$ cat src/rtl/bus_mux_arbiter_pkg.sv
// Shared types and constants for the 74153 bus-slice round-robin arbiter.
package bus_mux_arbiter_pkg;

    localparam int ARB_N = 4;

    typedef enum logic [1:0] {
        ARB_IDLE    = 2'd0,
        ARB_SELECT  = 2'd1,
        ARB_GRANT   = 2'd2,
        ARB_RELEASE = 2'd3
    } arb_state_e;

    function automatic logic [ARB_N-1:0] onehot4(input logic [1:0] idx);
        return 4'b0001 << idx;
    endfunction

endpackage

$ cat src/rtl/bus_mux_arbiter_if.sv
// Requester/mux-pin bundle; the arbiter takes the master view, requesters the slave view.
interface bus_mux_arbiter_if;
    import bus_mux_arbiter_pkg::*;

    logic [ARB_N-1:0] req;
    logic [ARB_N-1:0] done;
    logic [ARB_N-1:0] grant;
    logic [1:0]       sel;
    logic [1:0]       notIE;
    logic             busy;
    logic             timeout;

    modport master (
        input  req, done,
        output grant, sel, notIE, busy, timeout
    );

    modport slave (
        output req, done,
        input  grant, sel, notIE, busy, timeout
    );
endinterface

$ cat src/rtl/bus_mux_arbiter_rr_pick4.sv
// Round-robin picker: first set req bit scanning last+1, last+2, ... (mod 4).
module rr_pick4
    import bus_mux_arbiter_pkg::*;
(
    input  logic [ARB_N-1:0] req,
    input  logic [1:0]       last,
    output logic             valid,
    output logic [1:0]       idx
);
    // Scan from the farthest offset down so the nearest candidate is written last.
    always_comb begin
        valid = 1'b0;
        idx   = last;
        for (int i = ARB_N; i >= 1; i--) begin
            if (req[last + 2'(i)]) begin
                valid = 1'b1;
                idx   = last + 2'(i);
            end
        end
    end
endmodule

$ cat src/rtl/bus_mux_arbiter.sv
// Round-robin owner of one 74153 sel/enable pair with settle delay before grant.
// Optional forced release after HOLD_MAX grant cycles when ARB_TIMEOUT_EN is defined.
module bus_mux_arbiter
    import bus_mux_arbiter_pkg::*;
#(
    parameter int SETTLE_CYCLES = 2,
    parameter int HOLD_MAX      = 64
) (
    input  logic             clock,
    input  logic             notReset,
    bus_mux_arbiter_if.master bus
);
    if (SETTLE_CYCLES < 1 || SETTLE_CYCLES > 15 || HOLD_MAX < 2 || HOLD_MAX > 255) begin : g_bad_params
        $error("bus_mux_arbiter: SETTLE_CYCLES or HOLD_MAX out of range");
    end

    arb_state_e       state_q;
    logic [ARB_N-1:0] grant_q;
    logic [1:0]       sel_q;
    logic [1:0]       notIE_q;
    logic             busy_q;
    logic [1:0]       last_q;
    logic [3:0]       cnt_q;
    logic             pick_valid_d;
    logic [1:0]       pick_idx_d;
`ifdef ARB_TIMEOUT_EN
    logic [7:0]       hold_q;
    logic             timeout_q;
`endif

    rr_pick4 u_pick (
        .req   (bus.req),
        .last  (last_q),
        .valid (pick_valid_d),
        .idx   (pick_idx_d)
    );

    always_ff @(posedge clock or negedge notReset) begin
        if (!notReset) begin
            state_q   <= ARB_IDLE;
            grant_q   <= '0;
            sel_q     <= 2'd0;
            notIE_q   <= 2'b11;
            busy_q    <= 1'b0;
            last_q    <= 2'd3;
            cnt_q     <= 4'd0;
`ifdef ARB_TIMEOUT_EN
            hold_q    <= 8'd0;
            timeout_q <= 1'b0;
`endif
        end else begin
`ifdef ARB_TIMEOUT_EN
            timeout_q <= 1'b0;
`endif
            case (state_q)
                ARB_IDLE: begin
                    if (pick_valid_d) begin
                        state_q <= ARB_SELECT;
                        sel_q   <= pick_idx_d;
                        cnt_q   <= 4'(SETTLE_CYCLES - 1);
                        busy_q  <= 1'b1;
                    end
                end
                ARB_SELECT: begin
                    // A requester that gives up while the mux settles forfeits without costing a turn.
                    if (!bus.req[sel_q]) begin
                        state_q <= ARB_IDLE;
                        busy_q  <= 1'b0;
                    end else if (cnt_q == 4'd0) begin
                        state_q <= ARB_GRANT;
                        grant_q <= onehot4(sel_q);
                        notIE_q <= 2'b00;
`ifdef ARB_TIMEOUT_EN
                        hold_q  <= 8'd0;
`endif
                    end else begin
                        cnt_q <= cnt_q - 4'd1;
                    end
                end
                ARB_GRANT: begin
                    // grant and notIE fall together so the mux is off before sel can move.
                    if (bus.done[sel_q] || !bus.req[sel_q]) begin
                        state_q <= ARB_RELEASE;
                        grant_q <= '0;
                        notIE_q <= 2'b11;
                        last_q  <= sel_q;
`ifdef ARB_TIMEOUT_EN
                    end else if (hold_q == 8'(HOLD_MAX - 1)) begin
                        state_q   <= ARB_RELEASE;
                        grant_q   <= '0;
                        notIE_q   <= 2'b11;
                        last_q    <= sel_q;
                        timeout_q <= 1'b1;
                    end else begin
                        hold_q <= hold_q + 8'd1;
`endif
                    end
                end
                ARB_RELEASE: begin
                    state_q <= ARB_IDLE;
                    busy_q  <= 1'b0;
                end
                default: state_q <= ARB_IDLE;
            endcase
        end
    end

    assign bus.grant = grant_q;
    assign bus.sel   = sel_q;
    assign bus.notIE = notIE_q;
    assign bus.busy  = busy_q;
`ifdef ARB_TIMEOUT_EN
    assign bus.timeout = timeout_q;
`else
    assign bus.timeout = 1'b0;
`endif

endmodule

$ cat src/flat_wrapper.sv
// flat-port wrapper written by rule: the top's interface ports become plain ports
module bus_mux_arbiter_flat import bus_mux_arbiter_pkg::*;
#(
    parameter int SETTLE_CYCLES = 2,
    parameter int HOLD_MAX      = 64
)
  (clock, notReset, bus_req, bus_done, bus_grant, bus_sel, bus_notIE, bus_busy, bus_timeout);
  bus_mux_arbiter_if bus_i ();
  input  logic clock;
  input  logic notReset;
  input wire logic [$bits(bus_i.req)-1:0] bus_req;
  input wire logic [$bits(bus_i.done)-1:0] bus_done;
  output wire logic [$bits(bus_i.grant)-1:0] bus_grant;
  output wire logic [$bits(bus_i.sel)-1:0] bus_sel;
  output wire logic [$bits(bus_i.notIE)-1:0] bus_notIE;
  output wire logic [$bits(bus_i.busy)-1:0] bus_busy;
  output wire logic [$bits(bus_i.timeout)-1:0] bus_timeout;
  assign bus_i.req = bus_req;
  assign bus_i.done = bus_done;
  assign bus_grant = bus_i.grant;
  assign bus_sel = bus_i.sel;
  assign bus_notIE = bus_i.notIE;
  assign bus_busy = bus_i.busy;
  assign bus_timeout = bus_i.timeout;
  bus_mux_arbiter #(.SETTLE_CYCLES(SETTLE_CYCLES), .HOLD_MAX(HOLD_MAX)) u_core (.clock(clock), .notReset(notReset), .bus(bus_i));
endmodule
$ cat config.mk
export PLATFORM = sky130hd
export DESIGN_NAME = bus_mux_arbiter_flat
export DESIGN_NICKNAME = d
export VERILOG_FILES = /design/src/rtl/bus_mux_arbiter_pkg.sv /design/src/rtl/bus_mux_arbiter_if.sv /design/src/rtl/bus_mux_arbiter_rr_pick4.sv /design/src/rtl/bus_mux_arbiter.sv /design/src/flat_wrapper.sv
export SDC_FILE = /design/constraint.sdc
export NUM_CORES = 1
export LEC_CHECK = 0
export CELL_PAD_IN_SITES_DETAIL_PLACEMENT = 1
export CELL_PAD_IN_SITES_GLOBAL_PLACEMENT = 2
export CORE_ASPECT_RATIO = 2
export CORE_UTILIZATION = 36
export CTS_BUF_LIST = sky130_fd_sc_hd__clkbuf_2 sky130_fd_sc_hd__clkbuf_4 sky130_fd_sc_hd__clkbuf_8
export CTS_CLUSTER_DIAMETER = 100
export DETAILED_ROUTE_END_ITERATION = 16
export PLACE_DENSITY = 0.95
export SETUP_SLACK_MARGIN = 0.3
export SYNTH_ARGS = -nofsm -noshare
export SYNTH_HDL_FRONTEND = slang
export SYNTH_SLANG_ARGS = --single-unit
export TNS_END_PERCENT = 100
$ cat constraint.sdc
create_clock -name clock -period 3.3 [get_ports clock]
set_input_delay 0.66 -clock clock [delete_from_list [all_inputs] [get_ports clock]]
set_output_delay 0.66 -clock clock [all_outputs]
set_load 0.01 [all_outputs]
* Word-level counts from Yosys, hierarchy flattened *
Index checks and enable logic that the tools add are counted.
Widths: inputs -> output; s select.

word-level totals
  bits in registers = 17
  logic and storage cells = 78

operators by class
  $add $sub $neg = 4
  equal/unequal tests = 10
  magnitude comparators = 5
  reduce and logical (&&, ||, !) cells = 13
  mux-type cells = 38
  shift-type cells = 1

operators with widths
  kind                 number
  $mux 4               6
  $mux 2               9
  $pmux 4 s2           2
  $lt 2x3->1 const B   5
  $bmux 1 s2           6
  $mux 1               12
  $ne 2x1->1 const B   4
  $pmux 2 s4           1
  $reduce_and 4->1     2
  $reduce_and 3->1     2
  $add 2x2->2 const B  2
  $eq 2x2->1 const B   2
  $logic_not 4->1      1
  $ne 2x2->1 const B   2
  $pmux 2 s2           1
  $reduce_and 2->1     2
  $reduce_bool 2->1    2
  $shl 1x2->4 const A  1
  $sub 4x1->4 const B  1
  $ne 3x2->1 const B   1
  $pmux 1 s3           1
  $reduce_bool 3->1    1
  $add 2x1->2 const B  1
  $eq 2x1->1 const B   1
  3 further kinds      3

* Logic depth before layout (Yosys ltp) *
Gate-level depths: netlist of the first run.

  depth in word-level cells = 8
  gate-level depth with buffers = 7
  depth with buffers taken out = 7

* By module *
Synthesis of the first run repeated with hierarchy kept, for this count alone.

second synthesis, totals
  cell total of the unflattened synthesis = 88
  area total of the unflattened synthesis = 933.4 µm²

by module, submodules not included
  module           area an instance (µm²)  cells each  instances
  bus_mux_arbiter  850.8                   74          1
  rr_pick4         82.6                    14          1

* Worst setup path before layout of the first run *
OpenSTA, ideal clock, no wires.

  path type = input-to-reg
  start point = input bus_req[3]
  end point = register u_core.grant_q[0], in the netlist u_core.bus.grant[0]
  arrival time = 1.883 ns
  stages = 4
  library setup time = 0.125 ns
  setup slack = 1.292 ns
  cell sequence = mux4_2 and2_4 a2bb2oi_4 mux2_2

on the way
  longest elaborated chain between the ends = 6
  elaborated cells on any way between the ends = 7
  classes of those cells = 2 x eq/ne; 2 x mux; 3 x reduce/logical

RTL lines
  element                           RTL line                                      source
  from (decl)                       flat_wrapper.sv:11                            input wire logic [$bits(bus_i.req)-1:0] bus_req;
  $bmux 1 s2 (*)                    bus_mux_arbiter.sv:66, bus_mux_arbiter.sv:82
  $mux 1 (not written as such) (*)  bus_mux_arbiter.sv:66, bus_mux_arbiter.sv:82
  $logic_not 1->1                   bus_mux_arbiter.sv:82                         if (bus.done[sel_q] || !bus.req[sel_q]) begin
  $logic_or 1x1->1                  bus_mux_arbiter.sv:82
  $ne 2x1->1 (no line)              -
  $reduce_and 4->1 (no line) (*)    -
  to (signal assigned)              bus_mux_arbiter.sv:71                         grant_q <= onehot4(sel_q);
  to (decl)                         bus_mux_arbiter.sv:18                         logic [ARB_N-1:0] grant_q;

Mark *: on every way between the ends. The rest lies on a longest branch, timed or not. The select of a mux whose other input is x is not followed.
A chain may end at the register's enable or synchronous reset.

* Worst setup path after layout of the first run *
  start point = input bus_req[3]
  end point = register u_core.cnt_q[3]

on the way
  longest elaborated chain between the ends = 8
  elaborated cells on any way between the ends = 17
  classes of those cells = 2 x eq/ne; 14 x mux; 1 x reduce/logical

RTL lines
  element                         RTL line                        source
  $bmux 1 s2                      bus_mux_arbiter_rr_pick4.sv:15  if (req[last + 2'(i)]) begin
  $mux 1 (not written as such)    bus_mux_arbiter_rr_pick4.sv:15
  $mux 1 (4 in series)            bus_mux_arbiter_rr_pick4.sv:15
  $ne 2x1->1 (no line)            -
  $reduce_and 4->1 (no line) (*)  -
  to (signal assigned)            bus_mux_arbiter.sv:60           cnt_q <= 4'(SETTLE_CYCLES - 1);
  to (signal assigned)            bus_mux_arbiter.sv:77           cnt_q <= cnt_q - 4'd1;
  to (decl)                       bus_mux_arbiter.sv:23           logic [3:0] cnt_q;

Marks and branches as above.

==> impl_metrics.py, run 1 <==
metrics = {
    "pwr": {
        "pwr-share-seq": 0.342,
        "pwr-share-clk": 0.143,
        "p_leak_nw": 0.566,
        "ir_worst_vdd_uv": 437,
        "switching_share": 0.402,
        "power.total_mw": 1.22,
        "p_int_mw": 0.727,
        "power_frac_comb": 0.515,
        "power_switching_mw": 0.489,
        "p_per_area_nw_per_um2": 948,
    },
    "run": {
        "drv_cap": 0,
    },
    "clocking": {
        "cts_buffers": 3,
        "numClockSinks": 16,
        "post_cts_buffers": 0,
        "ctsResizeCount": 0,
        "cts_buffer_depth": 2,
        "clkTransAtPathRegs_ns": 0.06,
        "htree_levels": 1,
        "cts_tree": "yes",
        "clockRootBuffer": "clkbuf_8",
        "worstSkewPairLatency_ns": 0.25,
        "cts-hold-fix-buffers": 0,
    },
    "critical_path": {
        "path_class": "input port to flip-flop",
        "max_stage_delay_ns": 0.58,
        "worst_setup_path_end_kind": "flip-flop",
        "reg2reg_depth": 6,
        "crit_slowest_cell": "clkdlybuf4s50_1",
        "cp_num_buf_inv": 1,
        "cp_max_fo": 6,
        "cp.required_ns": 3.47,
        "crit_family": "buffers and inverters",
        "critPathLaunchType": "input port",
        "worstPathCellList": "clkdlybuf4s50_1 -> mux4_2 -> o311ai_0 -> nor4_1 -> nand4b_1 -> o211ai_1",
        "crit_cells": 6,
        "worst_ep_arrival_time_ns": 2.60,
    },
    "placement": {
        "placed_cells": 145,
        "io_buffers": 18,
        "post-place-ws_ns": 0.638,
        "hpwl_um": 2000,
        "gp_congestion": 0.783,
        "place_area_um2": 1230,
    },
    "floorplan": {
        "dieArea_um2": 3160,
        "io_pins": 20,
        "die_h_um": 78.5,
        "coreArea_um2": 2770,
        "fp.dieW_um": 40.3,
        "start_util": 0.380,
        "rows": 27,
    },
    "final_layout": {
        "antenna_cells": 0,
        "syn_to_final_growth_pct": 21.7,
        "nets": 137,
        "stdcell_count": 149,
        "final_cell_area_um2": 1280,
        "post-route-util": 0.463,
        "drive_gt1_frac": 0.183,
    },
    "drt": {
        "final_antenna_net_count": 0,
        "vias_per_cell": 5.66,
        "drcViolationCount": 0,
        "drtIter0Drc": 9,
        "vias": 844,
        "wirelength_um": 2560,
        "drt_pre_antenna_iters": 3,
        "wl_per_cell_um": 17.2,
    },
    "yosys": {
        "postSynthAreaPerCell_um2": 10.1,
        "async_reset_ff_frac": 1.00,
        "synth_fp_nets": 120,
        "netlist_instances": 104,
        "syn_area_um2": 1050,
        "yosys.cell_types.count": 39,
        "synth_edf_count": 0,
        "synth-seq-cells": 16,
        "synthFlopType": "dfrtp_1",
        "synth.yosys.seq_area_share": 0.384,
        "yosys_warnings": 0,
    },
    "timing": {
        "post-route-period-util": 0.739,
        "slew_headroom": 0.393,
        "setup_slack_ns": 0.862,
        "clock.fmax_mhz": 410,
        "setup_violations": 0,
        "final_hold_viol_count": 0,
        "tns_ns": 0,
        "hold-worst-slack_ns": 0.513,
        "min_period_ns": 2.44,
        "tightest_slew_ns": 0.899,
        "clock_skew_ns": 0.00166,
        "drv_slew": 0,
        "rsz0062_at_grt": "no",
    },
    "global_routing": {
        "grt_pass1_vias": 943,
        "grtUsageTotal": 0.191,
        "antenna_found_initial": 0,
        "grt_pass1_wl_um": 4200,
        "grt_max_degree": 17,
        "overflow": 0,
    },
    "outcome": {
        "status": "completed",
    },
    "hold_path": {
        "min_path_cells": 1,
        "hold_class": "flip-flop to flip-flop",
    },
}
synth_stat cells (3+ instances only):
cell	count	area, µm²
ha_1	6	75.1
nor3_1	3	15.0
dfstp_2	3	78.8
inv_1	9	33.8
nand2_1	8	30.0
a31oi_1	3	18.8
o31ai_1	3	22.5
dfrtp_1	13	325
buf_4	3	22.5
mux2i_1	4	40.0
o21ai_0	10	50.1
mux2_2	7	78.8
cells by family (layout without fill, tap and decap cells):
| logic type | after synthesis | count (layout) | share of synthesized area |
|---|---|---|---|
| AOI/OAI and AO/OA | 29 | 29 | 0.201 |
| and+or+nand+nor | 24 | 24 | 0.129 |
| DFF | 16 | 16 | 0.384 |
| buffers and inverters | 16 | 32 | 0.0772 |
| muxes | 12 | 12 | 0.134 |
| adders and majority gates | 6 | 6 | 0.0713 |
| other | 1 | 1 | 0.00356 |
sequential cells by signal, summed over array words and instances (netlist names), named ones only:
register and count:
u_core.bus.busy 1, u_core.bus.grant 4, u_core.last_q 2, u_core.state_q 1, u_core.bus.sel 2, u_core.cnt_q 4
u_core.bus.notIE 1
power by group through the flow:
stage	registers [mW]	logic (mW)	clock network, mW
after CTS	0.417	0.636	0.181
final	0.416	0.626	0.174
after global routing	0.433	0.696	0.187
after detailed placement	0.421	0.631	0
after floorplan	0.374	0.478	0
after global placement	0.410	0.604	0
routing by layer:
metal  share of wire  wire (µm)  GRT usage  up-vias
met1            0.36        911      0.169      421
li1                -          -          -      406
met4           0.012         32     0.0900        0
met2            0.61       1560      0.371       15
met5               0          0          0        -
met3           0.022         56     0.0169        2
worst paths after layout:
check / start / endpoint / slack, ns
worst min-delay path: u_core.bus.grant[3] / u_core.bus.grant[3] / 0.51
worst max-delay path: bus_req[3] / u_core.cnt_q[3] / 0.86
min in group asynchronous: notReset / u_core.bus.sel[1] / 0.86
worst max register to register: flip-flop / u_core.cnt_q[3] / 1.16
max in group asynchronous: notReset / u_core.cnt_q[1] / 1.95
worst min register to register: u_core.bus.grant[3] / u_core.bus.grant[3] / 0.51
cell usage in the layout (no fill, tap or decap), types with 2 or more instances in the layout:
cell | Yosys | final
nor4_1 | 2 | 2
ha_1 | 6 | 6
mux2_2 | 7 | 7
a22oi_1 | 2 | 2
inv_1 | 9 | 9
nor2_1 | 2 | 2
o21ai_0 | 10 | 10
a31oi_1 | 3 | 3
dfrtp_1 | 13 | 13
nor3b_1 | 2 | 2
clkdlybuf4s50_1 | 0 | 18
nand2_1 | 8 | 8
nor3_1 | 3 | 3
clkbuf_8 | 0 | 4
a21oi_1 | 2 | 2
dfstp_2 | 3 | 3
o31ai_1 | 3 | 3
mux2i_1 | 4 | 4
area by class of cell:
type / count / area [µm²]
Clock buffer: 4 / 55.1
Fill cell: 315 / 1490
Inverter: 10 / 38.8
Multi-Input combinational cell: 72 / 568
Sequential cell: 16 / 404
Tap cell: 29 / 36.3
Timing Repair Buffer: 18 / 180
Note: power is estimated with default switching activity, not from simulation.
==> run 2: changes to the inputs <==
--- a/config.mk
+++ b/config.mk
@@ -8,11 +8,11 @@
 export CELL_PAD_IN_SITES_DETAIL_PLACEMENT = 1
 export CELL_PAD_IN_SITES_GLOBAL_PLACEMENT = 2
 export CORE_ASPECT_RATIO = 2
-export CORE_UTILIZATION = 36
+export CORE_UTILIZATION = 33
 export CTS_BUF_LIST = sky130_fd_sc_hd__clkbuf_2 sky130_fd_sc_hd__clkbuf_4 sky130_fd_sc_hd__clkbuf_8
 export CTS_CLUSTER_DIAMETER = 100
 export DETAILED_ROUTE_END_ITERATION = 16
-export PLACE_DENSITY = 0.95
+export PLACE_DENSITY = 0.91
 export SETUP_SLACK_MARGIN = 0.3
 export SYNTH_ARGS = -nofsm -noshare
 export SYNTH_HDL_FRONTEND = slang
==> constraint.sdc (replaced) <==
create_clock -name clock -period 2.4 [get_ports clock]
set_input_delay 0.48 -clock clock [delete_from_list [all_inputs] [get_ports clock]]
set_output_delay 0.48 -clock clock [all_outputs]
set_load 0.01 [all_outputs]
==> run 2 against run 1 <==
  * First-iteration DRC count shrank 44%
  * Sequential power increased by 31%
  * Non-clock buffer count rose by 10
  * Die area increased by 8.7%
  * Power is 47% higher
  * Largest cell class unchanged
  * Core utilization about the same
==> impl_metrics.py, run 2 (synthesis gave the netlist of run 1 again) <==
metrics = {
    "critical_path": {
        "crit_family": "buffers and inverters",
        "max_stage_delay_ns": 0.61,
        "reg2reg_depth": 6,
        "worst_setup_path_end_kind": "output port",
        "path_class": "flip-flop to output port",
        "worstPathCellList": "clkdlybuf4s50_1",
        "cp_num_buf_inv": 1,
        "crit_slowest_cell": "clkdlybuf4s50_1",
        "crit_cells": 1,
        "worst_ep_arrival_time_ns": 1.43,
        "cp.required_ns": 1.92,
        "critPathLaunchType": "flip-flop",
        "cp_max_fo": 10,
    },
    "timing": {
        "post-route-period-util": 0.795,
        "min_period_ns": 1.91,
        "setup_violations": 0,
        "tightest_slew_ns": 0.764,
        "drv_slew": 0,
        "final_hold_viol_count": 0,
        "rsz0062_at_grt": "no",
        "clock.fmax_mhz": 524,
        "clock_skew_ns": 0.000932,
        "tns_ns": 0,
        "hold-worst-slack_ns": 0.508,
        "slew_headroom": 0.489,
    },
    "clocking": {
        "clockRootBuffer": "clkbuf_8",
        "numClockSinks": 16,
        "cts_tree": "yes",
        "clkTransAtPathRegs_ns": 0.07,
        "cts_buffer_depth": 2,
        "cts_buffers": 3,
        "htree_levels": 1,
        "worstSkewPairLatency_ns": 0.25,
    },
    "outcome": {
        "status": "completed",
    },
    "placement": {
        "place_area_um2": 1280,
        "gp_congestion": 0.784,
        "io_buffers": 18,
        "placed_cells": 153,
        "hpwl_um": 2210,
    },
    "global_routing": {
        "antenna_found_initial": 0,
        "grt_max_degree": 17,
        "grtUsageTotal": 0.185,
        "overflow": 0,
        "grt_pass1_vias": 998,
        "grt_pass1_wl_um": 4690,
    },
    "drt": {
        "wirelength_um": 2820,
        "drtIter0Drc": 5,
        "wl_per_cell_um": 17.6,
        "final_antenna_net_count": 0,
        "drcViolationCount": 0,
        "vias": 912,
        "vias_per_cell": 5.70,
        "drt_pre_antenna_iters": 3,
    },
    "floorplan": {
        "start_util": 0.350,
        "dieArea_um2": 3440,
        "fp.dieW_um": 42.0,
        "coreArea_um2": 3010,
        "die_h_um": 81.9,
        "rows": 28,
        "io_pins": 20,
    },
    "final_layout": {
        "drive_gt1_frac": 0.269,
        "nets": 147,
        "stdcell_count": 160,
        "final_cell_area_um2": 1390,
        "antenna_cells": 0,
        "syn_to_final_growth_pct": 32.3,
        "layout_common_cells": "clkdlybuf4s50_1, dfrtp_1, o21ai_0, buf_4, inv_1",
        "final_common_cell": "clkdlybuf4s50_1",
    },
    "pwr": {
        "power.total_mw": 1.78,
        "p_per_area_nw_per_um2": 1280,
        "ir_worst_vdd_uv": 427,
        "p_leak_nw": 0.663,
    },
    "hold_path": {
        "hold_class": "flip-flop to flip-flop",
        "min_path_cells": 1,
    },
    "run": {
        "drv_cap": 0,
    },
}
run 2: metrics by stage:
step / setup WS, ns / util
floorplan: 0.487 / -
global placement: 0.0670 / 0.425
detailed placement: 0.0355 / 0.425
CTS: 0.306 / 0.445
global route: 0.347 / 0.463
finish: 0.492 / 0.463
run 2: final timing paths:
kind / slack (ns) / start / to
max: 0.49 / u_core.bus.sel[0] / bus_sel[0]
min: 0.51 / u_core.bus.grant[1] / u_core.bus.grant[1]
max reg2reg: 0.49 / u_core.state_q[0] / u_core.bus.grant[3]
min reg2reg: 0.51 / u_core.bus.grant[1] / u_core.bus.grant[1]
max in group asynchronous: 1.25 / notReset / u_core.bus.grant[1]
min in group asynchronous: 0.67 / notReset / u_core.state_q[0]
run 2: repair_timing:
action,in CTS,in global routing
buffers inserted,0,3
pin swaps,1,2
endpoints found under the setup margin,4,7
resized for setup,1,10
hold buffers,0,0
run 2: worst reg2reg max path, stage by stage (launching register included):
cell       delay [ns]
dfrtp_1          0.45
inv_1            0.09
ha_2             0.27
and3b_2          0.24
nor3_2           0.27
a2bb2oi_4        0.14
mux2_4           0.33
run 2: power breakdown:
part / internal [mW] / total, mW / switching (mW)
Clock: 0.146 / 0.246 / 0.101
Combinational: 0.525 / 0.989 / 0.465
Sequential: 0.407 / 0.546 / 0.139
run 2: area by class of cell:
cell class / instances / area, µm²
Fill cell: 342 / 1620
Multi-Input combinational cell: 72 / 593
Sequential cell: 16 / 404
Timing Repair Buffer: 28 / 265
Clock buffer: 4 / 55.1
Inverter: 10 / 38.8
Tap cell: 30 / 37.5
run 2: metal layers:
layer	vias to the layer above	part of all wire	wire (µm)	GRT usage
met5	-	0	0	0
met4	0	0.037	103	0.113
met3	9	0.022	63	0.0198
met2	20	0.60	1690	0.372
met1	454	0.34	966	0.171
li1	429	-	-	-
==> run 3: changes to the inputs <==
--- a/config.mk
+++ b/config.mk
@@ -8,11 +8,11 @@
 export CELL_PAD_IN_SITES_DETAIL_PLACEMENT = 1
 export CELL_PAD_IN_SITES_GLOBAL_PLACEMENT = 2
 export CORE_ASPECT_RATIO = 2
-export CORE_UTILIZATION = 33
+export CORE_UTILIZATION = 30
 export CTS_BUF_LIST = sky130_fd_sc_hd__clkbuf_2 sky130_fd_sc_hd__clkbuf_4 sky130_fd_sc_hd__clkbuf_8
 export CTS_CLUSTER_DIAMETER = 100
 export DETAILED_ROUTE_END_ITERATION = 16
-export PLACE_DENSITY = 0.91
+export PLACE_DENSITY = 0.88
 export SETUP_SLACK_MARGIN = 0.3
 export SYNTH_ARGS = -nofsm -noshare
 export SYNTH_HDL_FRONTEND = slang
==> constraint.sdc (replaced) <==
create_clock -name clock -period 1.6 [get_ports clock]
set_input_delay 0.32 -clock clock [delete_from_list [all_inputs] [get_ports clock]]
set_output_delay 0.32 -clock clock [all_outputs]
set_load 0.01 [all_outputs]
==> run 3 against run 2 <==
  * The run now ends with design-rule violations, negative setup slack left
  * Via count is 19% higher
  * Clock power is 48% higher
  * Non-clock buffer count is 34 higher
  * Hold slack worse by 0.11 ns
  * Wire length is 35% higher
  * Sequential power is 44% higher
  * Global-route usage is 3.2 points higher
  * Combinational power grew to 2.6 times the previous value
  * Sequential share of layout area is 6.0 points lower
  * Core utilization is 6.0 points higher
  * Worst setup slack worse by 0.76 ns
  * Power is 110% higher
==> impl_metrics.py, run 3 (synthesis gave the netlist of run 1 again) <==
metrics = {
    "clocking": {
        "cts-hold-fix-buffers": 0,
        "clkTransAtPathRegs_ns": 0.07,
        "numClockSinks": 16,
        "htree_levels": 1,
        "cts_tree": "yes",
        "cts_buffer_depth": 2,
        "clockRootBuffer": "clkbuf_8",
        "worstSkewPairLatency_ns": 0.25,
        "cts_buffers": 3,
    },
    "drt": {
        "vias": 1083,
        "vias_per_cell": 5.53,
        "drt_pre_antenna_iters": 10,
        "wl_per_cell_um": 19.5,
        "final_antenna_net_count": 0,
        "wirelength_um": 3820,
        "drtIter0Drc": 13,
        "drcViolationCount": 2,
    },
    "timing": {
        "setup_slack_ns": -0.266,
        "final_hold_viol_count": 0,
        "clock.fmax_mhz": 536,
        "min_period_ns": 1.87,
        "post-route-period-util": 1.17,
        "setup_violations": 14,
        "drv_slew": 0,
        "clock_skew_ns": 0.00213,
        "rsz0062_at_grt": "yes",
    },
    "global_routing": {
        "antenna_found_initial": 0,
        "grtUsageTotal": 0.217,
        "grt_pass1_vias": 1266,
        "overflow": 0,
        "grt_max_degree": 17,
        "grt_pass1_wl_um": 6030,
    },
    "final_layout": {
        "syn_to_final_growth_pct": 67.7,
        "antenna_cells": 0,
        "stdcell_count": 196,
        "layout_common_cells": "buf_4, dfrtp_1, buf_6",
        "final_common_cell": "buf_4",
        "drive_gt1_frac": 0.530,
        "nets": 181,
    },
    "critical_path": {
        "worstPathCellList": "mux4_2 -> and2_4 -> a2bb2oi_4 -> mux2_4",
        "worst_ep_arrival_time_ns": 2.00,
        "critPathLaunchType": "flip-flop",
        "reg2reg_depth": 4,
        "cp_num_buf_inv": 0,
        "regToRegStartpoint": "u_core.bus.sel[1]",
        "path_class": "flip-flop to flip-flop",
        "max_stage_delay_ns": 0.58,
        "cp_max_fo": 5,
        "r2r_slack_ns": -0.27,
        "crit_family": "multiplexers",
        "reg2reg_to": "u_core.bus.grant[0]",
        "crit_slowest_cell": "mux4_2",
        "worst_setup_path_end_kind": "flip-flop",
        "cp.required_ns": 1.73,
    },
    "pwr": {
        "p_per_area_nw_per_um2": 2080,
        "pwr-share-clk": 0.099,
        "p_leak_nw": 0.858,
        "switching_share": 0.388,
        "ir_worst_vdd_uv": 783,
        "power_switching_mw": 1.43,
        "power_frac_comb": 0.688,
        "pwr-share-seq": 0.213,
        "p_int_mw": 2.25,
    },
    "hold_path": {
        "hold_class": "input port to asynchronous set/reset pin",
    },
    "run": {
        "drv_cap": 0,
    },
    "placement": {
        "gp_congestion": 0.791,
        "placed_cells": 178,
        "io_buffers": 18,
        "post-place-ws_ns": -0.582,
        "hpwl_um": 2440,
    },
    "floorplan": {
        "io_pins": 20,
        "die_h_um": 85.8,
        "start_util": 0.312,
        "coreArea_um2": 3380,
        "rows": 30,
        "fp.dieW_um": 43.9,
        "dieArea_um2": 3770,
    },
    "outcome": {
        "status": "finished with violations",
        "failed_checks": "design-rule violations, negative setup slack",
    },
}
[run 3: cell types whose count changed in the layout (fill, tap and decap cells not counted), moves of 4 or more]
cell,before,now
dlygate4sd2_1,0,8
dlymetal6s2s_1,4,0
clkdlybuf4s50_1,14,5
buf_4,10,34
buf_6,0,12
o21ai_0,10,5
[run 3: how the worst max path moves through the flow]
| stage | end | from | cells past startpoint | slack, ns |
|---|---|---|---|---|
| final | u_core.bus.grant[0] | u_core.bus.sel[1] | 4 | -0.27 |
| after global routing | u_core.cnt_q[3] | flip-flop | 8 | -0.30 |
| after CTS | u_core.bus.grant[1] | u_core.bus.sel[1] | 4 | -0.24 |
| after detailed placement | u_core.bus.grant[2] | bus_req[3] | 5 | -0.58 |
| after global placement | u_core.bus.grant[0] | bus_req[3] | 5 | -0.52 |
| after floorplan | u_core.bus.grant[0] | u_core.bus.sel[1] | 5 | -0.28 |
[run 3: repair_timing]
item	in CTS	in global routing
pin swaps	7	9
setup endpoints to repair	25	20
setup buffers	13	1
resized for setup	60	10
[run 3: layout make-up]
cell class / count / area [µm²]
Sequential cell: 16 / 405
Clock buffer: 4 / 55.1
Timing Repair Buffer: 62 / 546
Inverter: 10 / 41.3
Tap cell: 32 / 40.0
Multi-Input combinational cell: 72 / 679
Fill cell: 371 / 1610
[run 3: worst reg2reg max path, delay by kind of cell (launching register included)]
kind / cells / cell delay [ns]
mux: 2 / 0.92
compound gates: 1 / 0.25
simple gates: 1 / 0.18
flops: 1 / 0.40
[run 3: power by group through the flow]
stage          clock [mW]  combinational [mW]  sequential, mW
2_1_floorplan           0                1.01           0.772
3_3_place_gp            0                1.76           0.754
3_5_place_dp            0                1.84           0.779
4_1_cts             0.368                2.38           0.774
5_1_grt             0.385                2.72           0.807
6_report            0.364                2.53           0.785
[run 3: through the flow]
stage	TNS (ns)	hold WS [ns]	cell area (µm²)	utilization	power, mW
finish	-2.21	0.400	1770	0.523	3.68
global route	-2.84	0.424	1770	0.523	3.91
CTS	-1.98	0.404	1740	0.514	3.53
detailed placement	-6.99	0.510	1470	0.434	2.62
global placement	-6.34	0.491	1470	0.434	2.51
floorplan	-1.52	0.0244	1060	-	1.78
[run 3: routing by layer]
layer	GRT usage	part of all wire
met1	0.203	0.34
met2	0.429	0.59
met3	0.0232	0.028
met4	0.110	0.038
met5	0	0
